**src/rtl/vga_fb_pixel_writer_pkg.sv**
```systemverilog
// vga_fb_pixel_writer_pkg: shared AXI response codes, RGB widths, VGA defaults and FSM states
package vga_fb_pixel_writer_pkg;
    localparam logic [1:0] RESP_OKAY = 2'b00;
    localparam logic [1:0] RESP_SLVERR = 2'b10;
    localparam int CHAN_W = 4;
    localparam int COLOR_W = 3 * CHAN_W;
    localparam int H_VISIBLE_DEF = 640;
    localparam int V_VISIBLE_DEF = 480;
    typedef enum logic [1:0] {S_IDLE, S_XFER, S_RESP} state_t;
endpackage

```
**src/rtl/vga_fb_pixel_writer_beat.sv**
```systemverilog
// axi_lite_write_beat: single outstanding AXI-Lite write with independent AW/W handshakes
module axi_lite_write_beat
    import vga_fb_pixel_writer_pkg::*;
#(
    parameter int AXI_ADDR_WIDTH = 20,
    parameter int AXI_DATA_WIDTH = 16
) (
    input  logic                        clk,
    input  logic                        reset,
    input  logic                        start,
    input  logic [AXI_ADDR_WIDTH-1:0]   addr,
    input  logic [AXI_DATA_WIDTH-1:0]   data,
    output logic                        xfer_done,
    output logic                        done,
    output logic [1:0]                  resp,
    output logic [AXI_ADDR_WIDTH-1:0]   axi_awaddr,
    output logic                        axi_awvalid,
    input  logic                        axi_awready,
    output logic [AXI_DATA_WIDTH-1:0]   axi_wdata,
    output logic [AXI_DATA_WIDTH/8-1:0] axi_wstrb,
    output logic                        axi_wvalid,
    input  logic                        axi_wready,
    input  logic [1:0]                  axi_bresp,
    input  logic                        axi_bvalid,
    output logic                        axi_bready
);
    logic aw_ok, w_ok;

    always_comb begin
        aw_ok = !axi_awvalid || axi_awready;
        w_ok = !axi_wvalid || axi_wready;
        xfer_done = (axi_awvalid || axi_wvalid) && aw_ok && w_ok;
        axi_wstrb = '1;
    end

    always_ff @(posedge clk) begin
        if (reset) begin
            axi_awvalid <= 1'b0;
            axi_wvalid <= 1'b0;
            axi_bready <= 1'b0;
            axi_awaddr <= '0;
            axi_wdata <= '0;
            done <= 1'b0;
            resp <= RESP_OKAY;
        end else begin
            done <= 1'b0;
            if (start) begin
                axi_awvalid <= 1'b1;
                axi_wvalid <= 1'b1;
                axi_awaddr <= addr;
                axi_wdata <= data;
            end else begin
                if (axi_awvalid && axi_awready) axi_awvalid <= 1'b0;
                if (axi_wvalid && axi_wready) axi_wvalid <= 1'b0;
                if (xfer_done) axi_bready <= 1'b1;
                if (axi_bready && axi_bvalid) begin
                    axi_bready <= 1'b0;
                    done <= 1'b1;
                    resp <= axi_bresp;
                end
            end
        end
    end
endmodule

```
**src/rtl/vga_fb_pixel_writer.sv**
```systemverilog
// vga_fb_pixel_writer: turns (x, y, colour) pixels or a clear request into single-beat AXI-Lite framebuffer writes
module vga_fb_pixel_writer
    import vga_fb_pixel_writer_pkg::*;
#(
    parameter int AXI_ADDR_WIDTH = 20,
    parameter int AXI_DATA_WIDTH = 16,
    parameter int H_VISIBLE = H_VISIBLE_DEF,
    parameter int V_VISIBLE = V_VISIBLE_DEF,
    parameter int BASE_ADDR = 0
) (
    input  logic                        clk,
    input  logic                        reset,
    input  logic                        pix_valid,
    output logic                        pix_ready,
    input  logic [9:0]                  pix_x,
    input  logic [9:0]                  pix_y,
    input  logic [COLOR_W-1:0]          pix_color,
    input  logic                        clear_start,
    input  logic [COLOR_W-1:0]          clear_color,
    output logic                        clear_busy,
    output logic                        clear_done,
    output logic [AXI_ADDR_WIDTH-1:0]   axi_awaddr,
    output logic                        axi_awvalid,
    input  logic                        axi_awready,
    output logic [AXI_DATA_WIDTH-1:0]   axi_wdata,
    output logic [AXI_DATA_WIDTH/8-1:0] axi_wstrb,
    output logic                        axi_wvalid,
    input  logic                        axi_wready,
    input  logic [1:0]                  axi_bresp,
    input  logic                        axi_bvalid,
    output logic                        axi_bready,
    output logic [15:0]                 err_count,
    output logic [15:0]                 drop_count
);
    localparam int FW = AXI_ADDR_WIDTH > 32 ? AXI_ADDR_WIDTH : 32;
    localparam logic [31:0] LAST_IDX = 32'(H_VISIBLE * V_VISIBLE - 1);

    state_t state, state_next;
    logic [31:0] idx;
    logic [COLOR_W-1:0] fill_color;
    logic idle, in_range, pix_take, clear_take, launch, drop;
    logic [FW-1:0] pix_addr, clear_addr;
    logic [AXI_ADDR_WIDTH-1:0] beat_addr;
    logic [AXI_DATA_WIDTH-1:0] beat_data;
    logic xfer_done, done;
    logic [1:0] resp;

    // an active clear owns the bus; a fresh clear_start beats a waiting pixel
    always_comb begin
        idle = state == S_IDLE;
        in_range = 32'(pix_x) < 32'(H_VISIBLE) && 32'(pix_y) < 32'(V_VISIBLE);
        pix_ready = idle && !clear_busy && !clear_start;
        clear_take = idle && !clear_busy && clear_start;
        pix_take = pix_valid && pix_ready;
        launch = idle && (clear_busy || (pix_take && in_range));
        drop = pix_take && !in_range;
        pix_addr = FW'(BASE_ADDR) + FW'(pix_y) * FW'(H_VISIBLE) + FW'(pix_x);
        clear_addr = FW'(BASE_ADDR) + FW'(idx);
        beat_addr = clear_busy ? clear_addr[AXI_ADDR_WIDTH-1:0] : pix_addr[AXI_ADDR_WIDTH-1:0];
        beat_data = AXI_DATA_WIDTH'(clear_busy ? fill_color : pix_color);
        state_next = idle ? (launch ? S_XFER : S_IDLE)
                   : state == S_XFER ? (xfer_done ? S_RESP : S_XFER)
                   : (done ? S_IDLE : S_RESP);
    end

    always_ff @(posedge clk) begin
        if (reset) state <= S_IDLE;
        else state <= state_next;
    end

    always_ff @(posedge clk) begin
        if (reset) begin
            clear_busy <= 1'b0;
            clear_done <= 1'b0;
            idx <= '0;
            fill_color <= '0;
            err_count <= '0;
            drop_count <= '0;
        end else begin
            clear_done <= 1'b0;
            if (clear_take) begin
                clear_busy <= 1'b1;
                idx <= '0;
                fill_color <= clear_color;
            end
            if (drop) drop_count <= drop_count + 16'd1;
            if (done && resp != RESP_OKAY) err_count <= err_count + 16'd1;
            if (done && clear_busy) begin
                if (idx == LAST_IDX) begin
                    clear_busy <= 1'b0;
                    clear_done <= 1'b1;
                end else begin
                    idx <= idx + 32'd1;
                end
            end
        end
    end

    axi_lite_write_beat #(
        .AXI_ADDR_WIDTH(AXI_ADDR_WIDTH),
        .AXI_DATA_WIDTH(AXI_DATA_WIDTH)
    ) u_beat (
        .clk(clk),
        .reset(reset),
        .start(launch),
        .addr(beat_addr),
        .data(beat_data),
        .xfer_done(xfer_done),
        .done(done),
        .resp(resp),
        .axi_awaddr(axi_awaddr),
        .axi_awvalid(axi_awvalid),
        .axi_awready(axi_awready),
        .axi_wdata(axi_wdata),
        .axi_wstrb(axi_wstrb),
        .axi_wvalid(axi_wvalid),
        .axi_wready(axi_wready),
        .axi_bresp(axi_bresp),
        .axi_bvalid(axi_bvalid),
        .axi_bready(axi_bready)
    );
endmodule

```
**config.mk**
```make
export PLATFORM = sky130hd
export DESIGN_NAME = vga_fb_pixel_writer
export DESIGN_NICKNAME = d
export VERILOG_FILES = /design/src/rtl/vga_fb_pixel_writer_pkg.sv /design/src/rtl/vga_fb_pixel_writer_beat.sv /design/src/rtl/vga_fb_pixel_writer.sv
export SDC_FILE = /design/constraint.sdc
export NUM_CORES = 1
export LEC_CHECK = 0
export BUFFER_PORTS_ARGS = -buffer_cell sky130_fd_sc_hd__buf_2
export CELL_PAD_IN_SITES_DETAIL_PLACEMENT = 1
export CELL_PAD_IN_SITES_GLOBAL_PLACEMENT = 2
export CORE_MARGIN = 10
export CORE_UTILIZATION = 35
export DETAILED_ROUTE_END_ITERATION = 8
export PLACE_DENSITY_LB_ADDON = 0.05
export SETUP_SLACK_MARGIN = 0.02
export SLEW_MARGIN = 20
export SYNTH_ARGS = -nofsm -noshare
export SYNTH_HDL_FRONTEND = slang
export SYNTH_SLANG_ARGS = --single-unit
export TNS_END_PERCENT = 30
```
**constraint.sdc**
```tcl
create_clock -name clk -period 4.7 [get_ports clk]
set_input_delay 0.47 -clock clk [delete_from_list [all_inputs] [get_ports clk]]
set_output_delay 0.47 -clock clk [all_outputs]
set_load 0.02 [all_outputs]
```
==> summary.log <==
[floorplanning] starting utilization of the core area 35.7%
[timing] final number of hold-violating endpoints 0
[timing] maximum clock frequency 337 MHz
[logic_synthesis] average instance area after synthesis 8.56 µm²
[clock_network] Resize count post-CTS 0
[global_route] aggregate global routing overflow 0
[timing] post-route worst hold slack 0.300 ns
[timing] measured slew at the worst slew-check pin 0.957 ns
[worst_setup_path] crit path launch type input port
[place] total placed instance area 0.00669 mm²
[logic_synthesis] sequential-to-total area share from yosys stat 39.7%
[layout] nets 881
[floorplanning] number of cell rows 47
[worst_setup_path] worst reg2reg setup slack 2.07 ns
[drt] Wirelength per Cell 17.2 µm
[clock_network] clock tree from TritonCTS yes
[layout] total non-filler cell area in the finished layout 0.00728 mm²
[timing] shortest period the worst path allows 2.97 ns
[worst_hold_path] HP Start clear_color[10]
[timing] Finish-stage setup viols 0
[logic_synthesis] Async S/R FF share, synth 0%
[clock_network] Max H-tree Level 4
[worst_setup_path] buffers plus inverters on the worst setup path 1
[place] Post-DP HPWL 13300 µm
[logic_synthesis] dominant combinational cell family by area after synthesis simple AND/OR/NAND/NOR gates
[logic_synthesis] top_reg_cell synth sky130_fd_sc_hd__dfxtp_1
[worst_setup_path] Worst path slowest cell sky130_fd_sc_hd__or4_1
[clock_network] number of setup buffers added after CTS 0
[timing] setup repair after global routing missed its margin no
[worst_hold_path] Worst Hold End fill_color[10]
[drt] number of design-rule violations left by the first detailed-router iteration 217
[logic_synthesis] yosys warns 0
[logic_synthesis] Post-synth EDFFs 0
[worst_setup_path] family with the most delay on the worst path simple AND/OR/NAND/NOR gates
[logic_synthesis] portion of netlist area occupied by mux cells 4.91%
[worst_setup_path] crit-path most repeated cell sky130_fd_sc_hd__ha_1
[layout] Layout Area Growth over Synthesis 22.4%
[worst_setup_path] ordered list of cells on the worst path buf_2 > ha_1 > ha_1 > fa_1 > and3_1 > o21ai_0 > nand4_1 > or3_1 > or4_1 > a31oi_1
[logic_synthesis] Synth Area in XOR/XNOR 8.55%
[worst_setup_path] Crit. End Element flop
[worst_setup_path] Worst Reg2Reg Path Length in Cells 7
[drt] total number of vias 5301
[worst_setup_path] worst path required time 5.04 ns
[worst_setup_path] delay of the slowest cell on the worst path 0.51 ns
[logic_synthesis] Mapped Cells 694
[logic_synthesis] post-synth cell types 56
[place] RD Place Congestion 0.796
[layout] fraction of layout instances using a drive strength above 1 20.6%
[global_route] first-pass GRT wire length 29400 µm
[floorplanning] height of the chip 150 µm
[clock_network] TritonCTS buffer count 17
[place] total of buffers placed on input and output ports 122
[drt] Residual DRC 0
[timing] max_slew headroom 36.2%
[timing] total negative slack 0 ns
[floorplanning] total die area 0.0226 mm²
[run] number of maximum-capacitance violations 0
[worst_setup_path] startpoint of the most critical register-to-register path idx[0]
[clock_network] clock edge transition at the registers on the reported setup and hold paths 0.05 ns
[global_route] initial antenna violation count 0
[power] worst vdd rail ir drop 286 µV
[drt] final antenna-violating net count 0
[timing] worst clock skew on the final layout 0.00644 ns
[worst_hold_path] Worst Hold Class input port to flop
[clock_network] number of hold buffers added after cts 0
[global_route] via count of the first global-routing pass 5703
[logic_synthesis] register bit total from synthesis 118
[clock_network] maximum number of buffers from clock root to sink 2
[logic_synthesis] Netlist Area Pre-Place 0.00594 mm²
[power] static leakage 0.00293 µW
[logic_synthesis] post-synthesis share of cell area spent on full adders, half adders and majority gates 5.31%
[place] Setup Slack @ Placement 1.33 ns
[power] power density normalized to cell area 401 mW/mm²
[logic_synthesis] share of synthesized cell area in and, or, nand and nor gates 24.0%
[timing] Final WS setup 1.73 ns
[global_route] Total Routing Usage GR 16.0%
[clock_network] clock tree root buffer cell sky130_fd_sc_hd__clkbuf_16
[floorplanning] die width 150 µm
[layout] count of antenna diodes in the layout 0
[status] outcome completed
[worst_setup_path] endpoint of the worst register-to-register path idx[21]
[worst_setup_path] signal arrival time at the worst endpoint 3.31 ns
[global_route] maximum number of pins on one net before global-route repair 87
[timing] Slew Viols, Final 0
[worst_hold_path] number of cells on the worst hold path 3
[floorplanning] Floorplan Core Area 0.0166 mm²
[drt] mean number of vias per cell 5.12
[worst_setup_path] maximum fanout along the worst path 6
[clock_network] Clk Latency, worst-skew pair 0.41 ns
[logic_synthesis] synthesized-area fraction occupied by ao, oa, aoi and oai cells 13.2%
[timing] final clock period utilization by the worst path 63.2%
[drt] detailed-routing iteration count for the pre-antenna-repair pass 4
[drt] Total Wirelength 17800 µm
[worst_setup_path] critical path class input port to flop
[floorplanning] number of primary I/O pins 129
[clock_network] clock tree sinks 118
[per-stage QoR]
step	instances	power (µW)	util [%]
global route	1036	3080	43.7
CTS	1035	2960	43.7
floorplan	698	1500	-
detailed placement	1004	1680	40.2
global placement	1004	1660	40.2
finish	1036	2920	43.7
[worst reg2reg max path, stage by stage (launching register included)]
cell and delay [ns]:
sky130_fd_sc_hd__dfxtp_1 0.39, sky130_fd_sc_hd__ha_1 0.22, sky130_fd_sc_hd__nand2_1 0.13, sky130_fd_sc_hd__or4_1 0.61, sky130_fd_sc_hd__o311ai_4 0.71, sky130_fd_sc_hd__nor2_1 0.20
sky130_fd_sc_hd__xnor2_1 0.19, sky130_fd_sc_hd__nor2_1 0.05
[placed cells by master (no fill, tap or decap), types with 4 or more instances in the layout]
cell type,instances
sky130_fd_sc_hd__nand2_1,69
sky130_fd_sc_hd__nand3_1,20
sky130_fd_sc_hd__o211ai_1,7
sky130_fd_sc_hd__nand2b_1,5
sky130_fd_sc_hd__or4_1,4
sky130_fd_sc_hd__a211oi_1,25
sky130_fd_sc_hd__mux2i_1,28
sky130_fd_sc_hd__clkinv_2,4
sky130_fd_sc_hd__xor2_1,26
sky130_fd_sc_hd__nand4_1,13
sky130_fd_sc_hd__buf_2,123
sky130_fd_sc_hd__or3_1,13
sky130_fd_sc_hd__clkinvlp_4,4
sky130_fd_sc_hd__and4_1,7
sky130_fd_sc_hd__dfxtp_1,117
sky130_fd_sc_hd__nor3_1,19
sky130_fd_sc_hd__xnor2_1,32
sky130_fd_sc_hd__clkbuf_16,17
sky130_fd_sc_hd__and3_1,14
sky130_fd_sc_hd__ha_1,22
sky130_fd_sc_hd__o21ai_0,17
sky130_fd_sc_hd__a21o_1,6
sky130_fd_sc_hd__nor2b_1,4
sky130_fd_sc_hd__nor2_1,96
sky130_fd_sc_hd__inv_1,18
sky130_fd_sc_hd__nor4_1,13
sky130_fd_sc_hd__conb_1,6
sky130_fd_sc_hd__a21oi_1,33
sky130_fd_sc_hd__and2_1,4
[metal layers]
layer | global-route usage (%) | wire, µm | vias to the layer above
met5 | 0 | 0 | -
met4 | 4.47 | 146 | 0
met3 | 4.02 | 844 | 13
met2 | 27.4 | 8750 | 93
met1 | 19.5 | 8070 | 2534
li1 | - | - | 2661
[report_power, final]
| part | switching [µW] | internal [µW] | total [µW] |
|---|---|---|---|
| registers | 51.4 | 1070 | 1120 |
| logic | 339 | 189 | 529 |
| clock network | 466 | 803 | 1270 |
| total | 857 | 2060 | 2920 |
[sequential cells by signal, indices dropped and copies added (netlist names)]
signal and flops:
clear_busy 1, clear_done 1, drop_count 16, err_count 16, fill_color 12, idx 32, state 2, u_beat.axi_awaddr 20
u_beat.axi_awvalid 1, u_beat.axi_bready 1, u_beat.axi_wdata 12, u_beat.axi_wvalid 1, u_beat.done 1, u_beat.resp 2
[cell usage after synthesis (13+ instances only)]
cell type | n | area share [%]
sky130_fd_sc_hd__nor3_1 | 19 | 1.6
sky130_fd_sc_hd__nor2_1 | 96 | 6.1
sky130_fd_sc_hd__nor4_1 | 13 | 1.4
sky130_fd_sc_hd__inv_1 | 18 | 1.1
sky130_fd_sc_hd__xnor2_1 | 32 | 4.7
sky130_fd_sc_hd__mux2i_1 | 28 | 4.7
sky130_fd_sc_hd__and3_1 | 14 | 1.5
sky130_fd_sc_hd__o21ai_0 | 17 | 1.4
sky130_fd_sc_hd__dfxtp_1 | 118 | 40
sky130_fd_sc_hd__ha_1 | 22 | 4.6
sky130_fd_sc_hd__nand3_1 | 20 | 1.7
sky130_fd_sc_hd__a211oi_1 | 25 | 3.2
sky130_fd_sc_hd__clkbuf_1 | 23 | 1.5
sky130_fd_sc_hd__nand2_1 | 70 | 4.4
sky130_fd_sc_hd__xor2_1 | 26 | 3.8
sky130_fd_sc_hd__a21oi_1 | 33 | 2.8
sky130_fd_sc_hd__nand4_1 | 13 | 1.4
sky130_fd_sc_hd__or3_1 | 13 | 1.4
[layout make-up]
class                   instances  area, µm²
well taps                     220        275
repair buffers                126        638
multi-input cells             523       3350
clock buffers                  19        453
fillers                      2027       9370
clock inverters                12        128
inverters                      18       67.6
flip-flops and latches        118       2360
[cells by family (layout without fill, tap and decap cells)]
| family | Yosys count | after routing |
|---|---|---|
| adder cells (fa/ha/maj) | 24 | 24 |
| multiplexers | 29 | 29 |
| XOR/XNOR | 58 | 58 |
| other | 2 | 6 |
| AO/OA/AOI/OAI | 113 | 113 |
| buffers and inverters | 57 | 175 |
| AND/OR/NAND/NOR | 293 | 293 |
| flip-flops | 118 | 118 |
[worst max path at each step]
stage	start	to	slack, ns	cells after the start
5_1_grt	pix_y[1]	u_beat.axi_awaddr[19]	1.55	10
6_report	pix_y[1]	u_beat.axi_awaddr[19]	1.73	10
4_1_cts	pix_y[1]	u_beat.axi_awaddr[19]	1.75	10
2_1_floorplan	pix_y[1]	u_beat.axi_awaddr[19]	1.70	9
3_5_place_dp	pix_y[1]	u_beat.axi_awaddr[19]	1.33	10
3_3_place_gp	pix_y[1]	u_beat.axi_awaddr[19]	1.44	10
(Power assumes the default switching activity.)
